--- config.mk ---
export PLATFORM = sky130hd
export DESIGN_NAME = mem_arbiter_flat
export DESIGN_NICKNAME = d
export VERILOG_FILES = /design/src/rtl/mem_arb_pkg.sv /design/src/rtl/mem_arbiter_if.sv /design/src/rtl/mem_arb_pick.sv /design/src/rtl/mem_arbiter.sv /design/src/flat_wrapper.sv
export SDC_FILE = /design/constraint.sdc
export NUM_CORES = 1
export LEC_CHECK = 0
export CORE_ASPECT_RATIO = 0.6
export CORE_MARGIN = 4
export CORE_UTILIZATION = 24
export DETAILED_ROUTE_END_ITERATION = 6
export HOLD_SLACK_MARGIN = 0.06
export SLEW_MARGIN = 20
export SYNTH_ARGS = -nofsm -noshare
export SYNTH_HDL_FRONTEND = slang
export SYNTH_HIERARCHICAL = 1
export SYNTH_SLANG_ARGS = --single-unit
--- constraint.sdc ---
create_clock -name clk -period 2.3 [get_ports clk]
set_clock_uncertainty 0.2 [all_clocks]
set_input_delay 0.69 -clock clk [delete_from_list [all_inputs] [get_ports clk]]
set_output_delay 0.69 -clock clk [all_outputs]
set_load 0.02 [all_outputs]
--- src/rtl/mem_arb_pkg.sv ---
// Shared definitions for the CPU / program-loader memory arbiter.
//   arb_state_e : arbiter FSM states (IDLE -> ACC -> DONE)
//   OWN_CPU/LD  : owner encoding driven on the owner output
//   BURST_W     : width of the loader burst counter (MAX_BURST up to 15)
package mem_arb_pkg;

  typedef enum logic [1:0] {
    ST_IDLE = 2'd0,
    ST_ACC  = 2'd1,
    ST_DONE = 2'd2
  } arb_state_e;

  localparam logic OWN_CPU = 1'b0;
  localparam logic OWN_LD  = 1'b1;

  localparam int unsigned BURST_W = 4;

endpackage

--- src/rtl/mem_arbiter_if.sv ---
// Bus bundle between the two requesters, the arbiter and the memory array.
//   CPU port    : cpu_req/cpu_we/cpu_addr/cpu_wdata in, cpu_rdata/cpu_ack out
//   Loader port : ld_req/ld_we/ld_addr/ld_wdata/ld_lock in, ld_rdata/ld_ack out
//   Memory port : mem_we/mem_addr/mem_wdata out, mem_rdata in (async read)
//   owner       : 0 = CPU, 1 = loader; owner of current/last access
// slave  = arbiter view, master = requesters + memory view.
interface mem_arbiter_if #(
  parameter int unsigned ADDR_W = 4,
  parameter int unsigned DATA_W = 8
) ();

  logic              cpu_req;
  logic              cpu_we;
  logic [ADDR_W-1:0] cpu_addr;
  logic [DATA_W-1:0] cpu_wdata;
  logic [DATA_W-1:0] cpu_rdata;
  logic              cpu_ack;

  logic              ld_req;
  logic              ld_we;
  logic [ADDR_W-1:0] ld_addr;
  logic [DATA_W-1:0] ld_wdata;
  logic [DATA_W-1:0] ld_rdata;
  logic              ld_ack;
  logic              ld_lock;

  logic              mem_we;
  logic [ADDR_W-1:0] mem_addr;
  logic [DATA_W-1:0] mem_wdata;
  logic [DATA_W-1:0] mem_rdata;

  logic              owner;

  modport slave (
    input  cpu_req, cpu_we, cpu_addr, cpu_wdata,
    output cpu_rdata, cpu_ack,
    input  ld_req, ld_we, ld_addr, ld_wdata, ld_lock,
    output ld_rdata, ld_ack,
    output mem_we, mem_addr, mem_wdata,
    input  mem_rdata,
    output owner
  );

  modport master (
    output cpu_req, cpu_we, cpu_addr, cpu_wdata,
    input  cpu_rdata, cpu_ack,
    output ld_req, ld_we, ld_addr, ld_wdata, ld_lock,
    input  ld_rdata, ld_ack,
    input  mem_we, mem_addr, mem_wdata,
    output mem_rdata,
    input  owner
  );

endinterface

--- src/rtl/mem_arb_pick.sv ---
// Combinational winner select for the memory arbiter.
//   cpu_elig_i   : CPU request eligible (cpu_req && !ld_lock)
//   ld_elig_i    : loader request eligible
//   last_owner_i : owner of the previous grant (round-robin tie-break)
//   burst_cnt_i  : consecutive loader grants while the CPU is waiting
//   grant_o      : some requester is eligible
//   winner_o     : OWN_CPU / OWN_LD
module mem_arb_pick
  import mem_arb_pkg::*;
#(
  parameter int unsigned LD_PRIO   = 0,
  parameter int unsigned MAX_BURST = 4
) (
  input  logic               cpu_elig_i,
  input  logic               ld_elig_i,
  input  logic               last_owner_i,
  input  logic [BURST_W-1:0] burst_cnt_i,
  output logic               grant_o,
  output logic               winner_o
);

  localparam logic [BURST_W-1:0] MAX_B = BURST_W'(MAX_BURST);

  always_comb begin
    grant_o  = cpu_elig_i | ld_elig_i;
    winner_o = OWN_CPU;
    if (LD_PRIO != 0) begin
      // Loader wins unless its burst allowance is used up and the CPU can go.
      if (ld_elig_i && !(cpu_elig_i && (burst_cnt_i == MAX_B))) begin
        winner_o = OWN_LD;
      end
    end else begin
      if (cpu_elig_i && ld_elig_i) begin
        winner_o = ~last_owner_i;
      end else if (ld_elig_i) begin
        winner_o = OWN_LD;
      end
    end
  end

endmodule

--- src/rtl/mem_arbiter.sv ---
// Arbiter sharing the single data/program memory between the CPU and the
// program-loader port. Registered req/ack handshake: a request sampled at
// edge T0 is driven to memory during T0..T1 and acknowledged during T1..T2.
//   clk : clock, all state on posedge
//   rst : asynchronous, active-low reset
//   bus : mem_arbiter_if.slave (CPU port, loader port, memory port, owner)
module mem_arbiter
  import mem_arb_pkg::*;
#(
  parameter int unsigned ADDR_W    = 4,
  parameter int unsigned DATA_W    = 8,
  parameter int unsigned LD_PRIO   = 0,
  parameter int unsigned MAX_BURST = 4
) (
  input  logic          clk,
  input  logic          rst,
  mem_arbiter_if.slave  bus
);

  localparam logic [BURST_W-1:0] MAX_B = BURST_W'(MAX_BURST);

  arb_state_e         state_q, state_d;
  logic               mem_we_q, mem_we_d;
  logic [ADDR_W-1:0]  mem_addr_q, mem_addr_d;
  logic [DATA_W-1:0]  mem_wdata_q, mem_wdata_d;
  logic               owner_q, owner_d;
  logic               last_owner_q, last_owner_d;
  logic [BURST_W-1:0] burst_q, burst_d;
  logic               cpu_ack_q, cpu_ack_d;
  logic               ld_ack_q, ld_ack_d;
  logic [DATA_W-1:0]  cpu_rdata_q, cpu_rdata_d;
  logic [DATA_W-1:0]  ld_rdata_q, ld_rdata_d;

  logic cpu_elig, ld_elig;
  logic pick_grant, pick_winner;
  logic start;

  assign cpu_elig = bus.cpu_req & ~bus.ld_lock;
  assign ld_elig  = bus.ld_req;

  mem_arb_pick #(
    .LD_PRIO   (LD_PRIO),
    .MAX_BURST (MAX_BURST)
  ) u_pick (
    .cpu_elig_i   (cpu_elig),
    .ld_elig_i    (ld_elig),
    .last_owner_i (last_owner_q),
    .burst_cnt_i  (burst_q),
    .grant_o      (pick_grant),
    .winner_o     (pick_winner)
  );

  always_comb begin
    state_d      = state_q;
    mem_we_d     = mem_we_q;
    mem_addr_d   = mem_addr_q;
    mem_wdata_d  = mem_wdata_q;
    owner_d      = owner_q;
    last_owner_d = last_owner_q;
    burst_d      = bus.cpu_req ? burst_q : '0;
    cpu_ack_d    = 1'b0;
    ld_ack_d     = 1'b0;
    cpu_rdata_d  = cpu_rdata_q;
    ld_rdata_d   = ld_rdata_q;
    start        = 1'b0;

    case (state_q)
      ST_IDLE: begin
        if (pick_grant) begin
          start = 1'b1;
        end
      end
      ST_ACC: begin
        mem_we_d = 1'b0;
        if (owner_q == OWN_LD) begin
          ld_rdata_d = bus.mem_rdata;
          ld_ack_d   = 1'b1;
        end else begin
          cpu_rdata_d = bus.mem_rdata;
          cpu_ack_d   = 1'b1;
        end
        state_d = ST_DONE;
      end
      ST_DONE: begin
        // The pick runs on the full eligible set so priority and burst rules
        // still apply, but only a win by the other requester is granted here;
        // the current owner's request is never re-granted back to back.
        if (pick_grant && (pick_winner != owner_q)) begin
          start = 1'b1;
        end else begin
          state_d = ST_IDLE;
        end
      end
      default: begin
        state_d = ST_IDLE;
      end
    endcase

    if (start) begin
      state_d      = ST_ACC;
      owner_d      = pick_winner;
      last_owner_d = pick_winner;
      if (pick_winner == OWN_LD) begin
        mem_we_d    = bus.ld_we;
        mem_addr_d  = bus.ld_addr;
        mem_wdata_d = bus.ld_wdata;
        if (!bus.cpu_req) begin
          burst_d = '0;
        end else if (burst_q != MAX_B) begin
          burst_d = burst_q + BURST_W'(1);
        end
      end else begin
        mem_we_d    = bus.cpu_we;
        mem_addr_d  = bus.cpu_addr;
        mem_wdata_d = bus.cpu_wdata;
        burst_d     = '0;
      end
    end
  end

  always_ff @(posedge clk or negedge rst) begin
    if (!rst) begin
      state_q      <= ST_IDLE;
      mem_we_q     <= 1'b0;
      mem_addr_q   <= '0;
      mem_wdata_q  <= '0;
      owner_q      <= OWN_CPU;
      last_owner_q <= OWN_LD;
      burst_q      <= '0;
      cpu_ack_q    <= 1'b0;
      ld_ack_q     <= 1'b0;
      cpu_rdata_q  <= '0;
      ld_rdata_q   <= '0;
    end else begin
      state_q      <= state_d;
      mem_we_q     <= mem_we_d;
      mem_addr_q   <= mem_addr_d;
      mem_wdata_q  <= mem_wdata_d;
      owner_q      <= owner_d;
      last_owner_q <= last_owner_d;
      burst_q      <= burst_d;
      cpu_ack_q    <= cpu_ack_d;
      ld_ack_q     <= ld_ack_d;
      cpu_rdata_q  <= cpu_rdata_d;
      ld_rdata_q   <= ld_rdata_d;
    end
  end

  assign bus.mem_we    = mem_we_q;
  assign bus.mem_addr  = mem_addr_q;
  assign bus.mem_wdata = mem_wdata_q;
  assign bus.owner     = owner_q;
  assign bus.cpu_ack   = cpu_ack_q;
  assign bus.ld_ack    = ld_ack_q;
  assign bus.cpu_rdata = cpu_rdata_q;
  assign bus.ld_rdata  = ld_rdata_q;

endmodule

--- src/flat_wrapper.sv ---
// flat-port wrapper written by rule: the top's interface ports become plain ports
module mem_arbiter_flat import mem_arb_pkg::*;
#(
  parameter int unsigned ADDR_W    = 4,
  parameter int unsigned DATA_W    = 8,
  parameter int unsigned LD_PRIO   = 0,
  parameter int unsigned MAX_BURST = 4
)
  (clk, rst, bus_cpu_req, bus_cpu_we, bus_cpu_addr, bus_cpu_wdata, bus_cpu_rdata, bus_cpu_ack, bus_ld_req, bus_ld_we, bus_ld_addr, bus_ld_wdata, bus_ld_lock, bus_ld_rdata, bus_ld_ack, bus_mem_we, bus_mem_addr, bus_mem_wdata, bus_mem_rdata, bus_owner);
  mem_arbiter_if #(.ADDR_W(ADDR_W), .DATA_W(DATA_W)) bus_i ();
  input  logic clk;
  input  logic rst;
  input wire logic [$bits(bus_i.cpu_req)-1:0] bus_cpu_req;
  input wire logic [$bits(bus_i.cpu_we)-1:0] bus_cpu_we;
  input wire logic [$bits(bus_i.cpu_addr)-1:0] bus_cpu_addr;
  input wire logic [$bits(bus_i.cpu_wdata)-1:0] bus_cpu_wdata;
  output wire logic [$bits(bus_i.cpu_rdata)-1:0] bus_cpu_rdata;
  output wire logic [$bits(bus_i.cpu_ack)-1:0] bus_cpu_ack;
  input wire logic [$bits(bus_i.ld_req)-1:0] bus_ld_req;
  input wire logic [$bits(bus_i.ld_we)-1:0] bus_ld_we;
  input wire logic [$bits(bus_i.ld_addr)-1:0] bus_ld_addr;
  input wire logic [$bits(bus_i.ld_wdata)-1:0] bus_ld_wdata;
  input wire logic [$bits(bus_i.ld_lock)-1:0] bus_ld_lock;
  output wire logic [$bits(bus_i.ld_rdata)-1:0] bus_ld_rdata;
  output wire logic [$bits(bus_i.ld_ack)-1:0] bus_ld_ack;
  output wire logic [$bits(bus_i.mem_we)-1:0] bus_mem_we;
  output wire logic [$bits(bus_i.mem_addr)-1:0] bus_mem_addr;
  output wire logic [$bits(bus_i.mem_wdata)-1:0] bus_mem_wdata;
  input wire logic [$bits(bus_i.mem_rdata)-1:0] bus_mem_rdata;
  output wire logic [$bits(bus_i.owner)-1:0] bus_owner;
  assign bus_i.cpu_req = bus_cpu_req;
  assign bus_i.cpu_we = bus_cpu_we;
  assign bus_i.cpu_addr = bus_cpu_addr;
  assign bus_i.cpu_wdata = bus_cpu_wdata;
  assign bus_cpu_rdata = bus_i.cpu_rdata;
  assign bus_cpu_ack = bus_i.cpu_ack;
  assign bus_i.ld_req = bus_ld_req;
  assign bus_i.ld_we = bus_ld_we;
  assign bus_i.ld_addr = bus_ld_addr;
  assign bus_i.ld_wdata = bus_ld_wdata;
  assign bus_i.ld_lock = bus_ld_lock;
  assign bus_ld_rdata = bus_i.ld_rdata;
  assign bus_ld_ack = bus_i.ld_ack;
  assign bus_mem_we = bus_i.mem_we;
  assign bus_mem_addr = bus_i.mem_addr;
  assign bus_mem_wdata = bus_i.mem_wdata;
  assign bus_i.mem_rdata = bus_mem_rdata;
  assign bus_owner = bus_i.owner;
  mem_arbiter #(.ADDR_W(ADDR_W), .DATA_W(DATA_W), .LD_PRIO(LD_PRIO), .MAX_BURST(MAX_BURST)) u_core (.clk(clk), .rst(rst), .bus(bus_i));
endmodule
After elaboration in Yosys (flattened, before gate mapping)
Cells that the tools add are included.
- bits in read-only memories: 0
- register bits after elaboration: 35
- bits in latches: 0
- RAM bits: 0
- memories: 0
- word-level logic and storage cells: 44
- input bits: 39
- output and inout port bits: 32
- divide/modulo/power cells: 0
- equality and inequality tests: 5
- shift-type cells: 0
- multiplexer cells: 17
- add/sub/neg operators: 0
- bitwise logic cells: 5
- magnitude comparators: 0
- reductions and logical operators: 7
- multipliers: 0
- operators by type and width (cell ; count):
    $mux W1 ; 11
    $mux W8 ; 1
    $pmux W2 S3 ; 1
    $reduce_and A2 Y1 ; 3
    $mux W2 ; 2
    $mux W4 ; 1
    $ne A3 B2 Y1 const B ; 1
    $not A1 Y1 ; 3
    $eq A2 B1 Y1 const B ; 1
    $eq A2 B2 Y1 const B ; 1
    $logic_and A1 B1 Y1 ; 2
    $logic_not A2 Y1 ; 1
    $ne A2 B1 Y1 const B ; 1
    $pmux W1 S2 ; 1
    $reduce_bool A2 Y1 ; 1
    $and A1 B1 Y1 ; 1
    $ne A1 B1 Y1 ; 1
    $or A1 B1 Y1 ; 1

Depth between registers and ports, before layout
Gate-level depths: netlist of run 1.
- word-level depth: 10
- mapped depth: 8
- depth with buffers taken out: 6

Cells and area by module
Netlist of run 1, hierarchy kept.
- by module, submodules not included (module ; area an instance (um2) ; seq. area each (um2) ; times used ; cells each):
    mem_arbiter ; 1793.0 ; 977.2 ; 1 ; 125
    mem_arb_pick ; 13.8 ; 0.0 ; 1 ; 2

Worst setup path before layout of run 1
OpenSTA, ideal clock, no wires.
- path kind: input to register
- start: in bus_cpu_req
- end: reg u_core.mem_addr_q[0], in the netlist u_core/bus.mem_addr[0]
- path slack: 0.019 ns
- required time: 1.975 ns
- setup time: 0.125 ns
- stages on the path: 8
- data arrival time: 1.956 ns
- path buffers: 2
- cell sequence: inv_1 nor2_1 a21boi_1 buf_6 xnor2_4 a21oi_4 buf_8 mux2_4
- word-level cells in the longest chain between the ends: 7
- elaborated cells between the ends (all ways): 10
- classes of those cells: eq/ne (1); mux (5); bitwise (2); reduce/logical (2)
- RTL lines (what ; RTL line ; source):
    start: declaration ; flat_wrapper.sv:13 ; input wire logic [$bits(bus_i.cpu_req)-1:0] bus_cpu_req;
    $and A1 B1 Y1 (*) ; mem_arbiter.sv:38 ; assign cpu_elig = bus.cpu_req & ~bus.ld_lock;
    via u_core.cpu_elig ; mem_arbiter.sv:34 ; logic cpu_elig, ld_elig;
    $logic_and A1 B1 Y1 (*) ; mem_arb_pick.sv:33 ; if (cpu_elig_i && ld_elig_i) begin
    $mux W1 (*) ; mem_arb_pick.sv:33 ;
    via u_core.pick_winner ; mem_arbiter.sv:35 ; logic pick_grant, pick_winner;
    $ne A1 B1 Y1 ; mem_arbiter.sv:88 ; if (pick_grant && (pick_winner != owner_q)) begin
    $logic_and A1 B1 Y1 ; mem_arbiter.sv:88 ;
    $mux W1 ; mem_arbiter.sv:88 ;
    $pmux W1 S2 ; mem_arbiter.sv:67 ; case (state_q)
    end signal: assignment ; mem_arbiter.sv:137 ; mem_addr_q <= mem_addr_d;
    end: declaration ; mem_arbiter.sv:24 ; logic [ADDR_W-1:0] mem_addr_q, mem_addr_d;
The timed path passes the listed nets; every way through them passes the cells marked *.
A chain may end at the register's enable or synchronous reset.

Final worst setup path of run 1
- start: in bus_ld_lock
- end: reg u_core.mem_wdata_q[2], in the netlist u_core/bus.mem_wdata[2]
- word-level cells in the longest chain between the ends: 8
- elaborated cells between the ends (all ways): 11
- classes of those cells: eq/ne (1); mux (5); bitwise (3); reduce/logical (2)
- RTL lines (what ; RTL line ; source):
    start: declaration ; flat_wrapper.sv:23 ; input wire logic [$bits(bus_i.ld_lock)-1:0] bus_ld_lock;
    $not A1 Y1 (*) ; mem_arbiter.sv:38 ;
    $and A1 B1 Y1 (*) ; mem_arbiter.sv:38 ;
    via u_core.cpu_elig ; mem_arbiter.sv:34 ;
    $logic_and A1 B1 Y1 (*) ; mem_arb_pick.sv:33 ;
    $mux W1 (*) ; mem_arb_pick.sv:33 ;
    via u_core.pick_winner ; mem_arbiter.sv:35 ;
    $ne A1 B1 Y1 ; mem_arbiter.sv:88 ;
    $logic_and A1 B1 Y1 ; mem_arbiter.sv:88 ;
    $mux W1 ; mem_arbiter.sv:88 ;
    $pmux W1 S2 ; mem_arbiter.sv:67 ;
    end signal: assignment ; mem_arbiter.sv:138 ; mem_wdata_q <= mem_wdata_d;
    end: declaration ; mem_arbiter.sv:25 ; logic [DATA_W-1:0] mem_wdata_q, mem_wdata_d;
Marks and branches as above.

==> reports/qor.yml, run 1 <==
status:
  status: "finished clean"
cts:
  clock_path_buffers: 2
  hold_buffers: 0
  clk_pin_slew_ns: 0.07
  clock-sinks: 35
  clock_latency_ns: 0.27
  cts_tree: "built"
  htree_levels: 2
  cts_root_buffer: "clkbuf_8"
  numCtsBuffers: 5
sta:
  slew_viol_final: 0
  setup_tns_ns: 0
  hold_ws_ns: 0.141
  fin_crit_ns: 2.21
  layout_worst_path_cycle_share: 0.962
  final-setup-viol-count: 0
  max_freq_ghz: 0.452
  worst_slew_pin_slew_ns: 0.415
  relSlewSlack: 0.723
  hold_violations: 0
  rsz0062_at_grt: "no"
  setup_ws_ns: 0.0885
final_layout:
  nets: 223
  layout-drive-gt1-share: 0.362
  antennaDiodeCount: 0
  post-route-util: 0.415
  area_growth_pct: 66.1
floorplan:
  coreArea_mm2: 0.00617
  die_area_mm2: 0.00781
  rows: 22
  ioPinCount: 71
  start_util: 0.250
  die_w_um: 111
  die_h_um: 70.1
global_route:
  grt_antenna_before_repair: 0
  grt-ovfl-total: 0
  grt_pass1_wl_um: 6460
  grt_pass1_vias: 1222
  grt_max_degree: 18
  grt.total_usage: 0.104
drt:
  routed_wirelength_um: 3930
  avgViaCountPerCell: 4.01
  first_pass_iters: 4
  routed-via-count: 1080
  first_iter_violations: 11
  post_drt_wl_per_cell_um: 14.6
  postRouteAntennaNets: 0
  route.detailed.drc: 0
yosys:
  syn_nets: 139
  syn_inst: 100
  syn_avg_cell_area_um2: 15.4
  ys_warn_count: 6
  synth_area_mm2: 0.00154
job:
  cap_violations: 0
worst_setup_path:
  r2r-end: "u_core/bus.mem_wdata[2]"
  end_kind: "register"
  required_ns: 2.26
  critPathKind: "input pin to register"
  r2r_start: "u_core/last_owner_q"
  critPathLaunchType: "input pin"
  arrival_ns: 2.17
  path_max_fanout: 6
  worst-r2r-setup-slack_ns: 0.37
  rr_worst_depth: 7
power_and_ir_drop:
  power_density_mw_per_mm2: 1350
  ir_drop_uv: 489
  p_leak_nw: 1.10
hold_path:
  worstHoldPathType: "input pin to async pin"
placement:
  gp_congestion: 0.650
  preCtsSetupSlack_ns: -0.392
  dp_hpwl_um: 3000
  io_buffers: 70
-- per-stage QoR --
stage               std cells  power [W]  cell area, um^2
finish                    269    0.00346             2560
global route              269    0.00367             2560
CTS                       269    0.00352             2550
detailed placement        257    0.00285             2370
global placement          257    0.00284             2370
floorplan                 100    0.00204             1540
-- layer usage --
layer	wire, um	vias to the layer above	part of all wire	global-route usage
met5	0	-	0	0
li1	-	511	-	-
met1	1940	545	0.49	0.146
met2	1820	22	0.46	0.160
met4	34	0	0.0086	0.0283
met3	133	2	0.034	0.0260
-- how the worst max path moves through the flow --
stage / from / end / slack, ns / cells past startpoint
CTS: bus_ld_req / u_core/bus.mem_addr[2] / 0.01 / 8
global placement: bus_cpu_req / u_core/bus.mem_wdata[2] / -0.36 / 9
finish: bus_ld_lock / u_core/bus.mem_wdata[2] / 0.09 / 9
global route: bus_ld_lock / u_core/bus.mem_wdata[3] / 0.06 / 9
detailed placement: bus_cpu_req / u_core/bus.mem_wdata[5] / -0.39 / 9
floorplan: bus_cpu_req / u_core/bus.mem_addr[0] / 0.08 / 8
-- power breakdown --
group          leakage (nW)  total, W  switching, W  internal, W
sequential            0.415   0.00109      0.000161     0.000931
clock                0.0515  0.000473      0.000200     0.000273
combinational         0.639   0.00190      0.000819      0.00108
total                  1.10   0.00346       0.00118      0.00228
-- cell usage in the layout (no fill, tap or decap), drive strengths merged --
master and n:
dfstp 1, inv 5, dfrtp 34, nand2b 2, nand2 2, dlymetal6s2s 1
clkdlybuf4s50 66, buf 12, nor2 2, or2 2, xnor2 1, mux2i 2
a21bo 1, dlygate4sd2 2, a21oi 1, clkbuf 8, mux2 40, o21ai 2
a21boi 1
-- registers in the layout, summed over array words and instances (netlist names) --
| name | flops |
|---|---|
| u_core/bus.cpu_ack | 1 |
| u_core/state_q | 2 |
| u_core/bus.cpu_rdata | 8 |
| u_core/bus.mem_wdata | 8 |
| u_core/bus.mem_addr | 4 |
| u_core/bus.mem_we | 1 |
| u_core/last_owner_q | 1 |
| u_core/bus.ld_ack | 1 |
| u_core/bus.ld_rdata | 8 |
| u_core/bus.owner | 1 |
-- what timing repair did --
action | CTS | global route
endpoints found under the hold margin | 0 | 0
gates cloned | 1 | 0
pin swaps | 4 | 1
endpoints found under the setup margin | 12 | 14
buffers inserted | 3 | 0
gates resized for setup | 13 | 2
-- cell type report --
class / count / area, um^2
well taps: 84 / 105
fillers: 598 / 3610
multi-input cells: 56 / 641
inverters: 5 / 18.8
repair buffers: 81 / 818
flip-flops and latches: 35 / 877
clock buffers: 8 / 100
-- critical path: stages --
cell and delay [ns]:
dlygate4sd2_1 0.23, nor2_1 0.16, a21boi_2 0.08, buf_4 0.15, xnor2_4 0.12, a21oi_4 0.18, buf_6 0.13, buf_12 0.12
mux2_4 0.30
Note: power is estimated with default switching activity, not from simulation.
==> run 2: changes to the inputs <==
Settings changed: CAP_MARGIN set to 20.
==> results of run 2 <==
Final layout, timing and power as in run 1 (identical DEF).
==> run 3: changes to the inputs <==
Settings changed: MAX_ROUTING_LAYER set to met4.
==> reports/qor.yml, run 3 (synthesis gave the netlist of run 1 again) <==
cts:
  clk_pin_slew_ns: 0.07
  cts_tree: "built"
  hold_buffers: 0
  cts_root_buffer: "clkbuf_8"
  clock_latency_ns: 0.27
  numCtsBuffers: 5
  clock_path_buffers: 2
  htree_levels: 2
  clock-sinks: 35
placement:
  gp_congestion: 0.656
  io_buffers: 70
  preCtsSetupSlack_ns: -0.392
  dp_hpwl_um: 3000
worst_setup_path:
  critPathLaunchType: "input pin"
  cp_slowest_cell: "mux2_4"
  critPathKind: "input pin to register"
  end_kind: "register"
  crit_path_max_incr_delay_ns: 0.30
  required_ns: 2.26
  arrival_ns: 2.17
  worst-r2r-setup-slack_ns: 0.37
  crit_chain: "dlygate4sd2_1, nor2_1, a21boi_2, buf_4, xnor2_4, a21oi_4, buf_6, buf_12, mux2_4"
  cp_num_buf_inv: 4
  path_max_fanout: 6
  crit_family: "buffers and inverters"
drt:
  wl_met2_um: 1820
  post_drt_wl_per_cell_um: 14.6
  wl_met3_um: 122
  drt-met1-wl_um: 1960
  top_layer_used: "met4"
  routed-via-count: 1079
  first_pass_iters: 4
  first_iter_violations: 12
  postRouteAntennaNets: 0
  avgViaCountPerCell: 4.01
  route.detailed.drc: 0
  routed_wirelength_um: 3940
sta:
  max_freq_ghz: 0.452
  setup_ws_ns: 0.0888
  worst_slew_pin_slew_ns: 0.415
  relSlewSlack: 0.723
  slew_viol_final: 0
  layout_worst_path_cycle_share: 0.961
  rsz0062_at_grt: "no"
  hold_violations: 0
  final-setup-viol-count: 0
  fin_crit_ns: 2.21
  hold_ws_ns: 0.141
final_layout:
  nets: 223
  layout-drive-gt1-share: 0.362
  area_growth_pct: 66.1
  ff_latch_area_um2: 877
  antennaDiodeCount: 0
  multi_input_area_um2: 641
  final_common_cell: "clkdlybuf4s50_1"
  layout.cells.most_common_list: "clkdlybuf4s50_1 (66), dfrtp_1 (34), mux2_2 (28), mux2_4 (12)"
  fill_cells: 598
global_route:
  grt_pass1_vias: 1220
  grt_antenna_before_repair: 0
  grt.total_usage: 0.108
  grt_pass1_wl_um: 6470
  grt-ovfl-total: 0
  grt_max_degree: 18
floorplan:
  start_util: 0.250
  ioPinCount: 71
  die_w_um: 111
  rows: 22
  die_area_mm2: 0.00781
  die_h_um: 70.1
  coreArea_mm2: 0.00617
power_and_ir_drop:
  power_density_mw_per_mm2: 1350
  p_leak_nw: 1.10
  ir_drop_uv: 493
  total_power_w: 0.00346
hold_path:
  worstHoldPathType: "input pin to async pin"
job:
  cap_violations: 0
status:
  status: "finished clean"
## run 3: cell counts in the layout (fill, tap and decap cells not counted)
Identical to the previous run, type by type.
## run 3: final timing paths
check,cells after the start,end,start
worst max-delay path,9,u_core/bus.mem_wdata[2],bus_ld_lock
worst min-delay path,1,u_core/bus.mem_wdata[0],rst
worst max register to register,7,u_core/bus.mem_wdata[2],u_core/last_owner_q
worst min register to register,1,u_core/bus.cpu_rdata[0],u_core/bus.cpu_rdata[0]
max in group asynchronous,2,u_core/last_owner_q,rst
min in group clk,1,u_core/bus.cpu_rdata[0],u_core/bus.cpu_rdata[0]
## run 3: layer usage
layer / global-route usage / vias up
met5: - / -
met4: 0.0283 / 0
met3: 0.0251 / 2
met2: 0.158 / 22
met1: 0.149 / 544
li1: - / 511
## run 3: power breakdown
| part | switching (W) | total (W) | internal [W] |
|---|---|---|---|
| clock network | 0.000200 | 0.000473 | 0.000273 |
| registers | 0.000161 | 0.00109 | 0.000931 |
| logic | 0.000820 | 0.00190 | 0.00108 |
| total | 0.00118 | 0.00346 | 0.00228 |
## run 3: cell type report
| type | count | share of cell area |
|---|---|---|
| well taps | 84 | 0.0411 |
| multi-input cells | 56 | 0.250 |
| inverters | 5 | 0.00733 |
| flip-flops and latches | 35 | 0.343 |
| clock buffers | 8 | 0.0391 |
| repair buffers | 81 | 0.320 |
## run 3: worst register-to-register path, cell delays in order, from the launching register on
cell and delay [ns]:
dfstp_2 0.55, a21boi_2 0.06, buf_4 0.15, xnor2_4 0.13
a21oi_4 0.18, buf_6 0.13, buf_12 0.12, mux2_4 0.30
## run 3: stage by stage
stage | instance area [um^2] | TNS, ns | util | std cells
2_1_floorplan | 1540 | 0 | - | 100
3_3_place_gp | 2370 | -4.50 | 0.384 | 257
3_5_place_dp | 2370 | -4.95 | 0.384 | 257
4_1_cts | 2550 | 0 | 0.414 | 269
5_1_grt | 2560 | 0 | 0.415 | 269
6_report | 2560 | 0 | 0.415 | 269
## run 3: timing repair
action	CTS	global route
gates resized for setup	13	2
endpoints found under the setup margin	12	14
gates cloned	1	0
buffers inserted	3	0
pin swaps	4	1
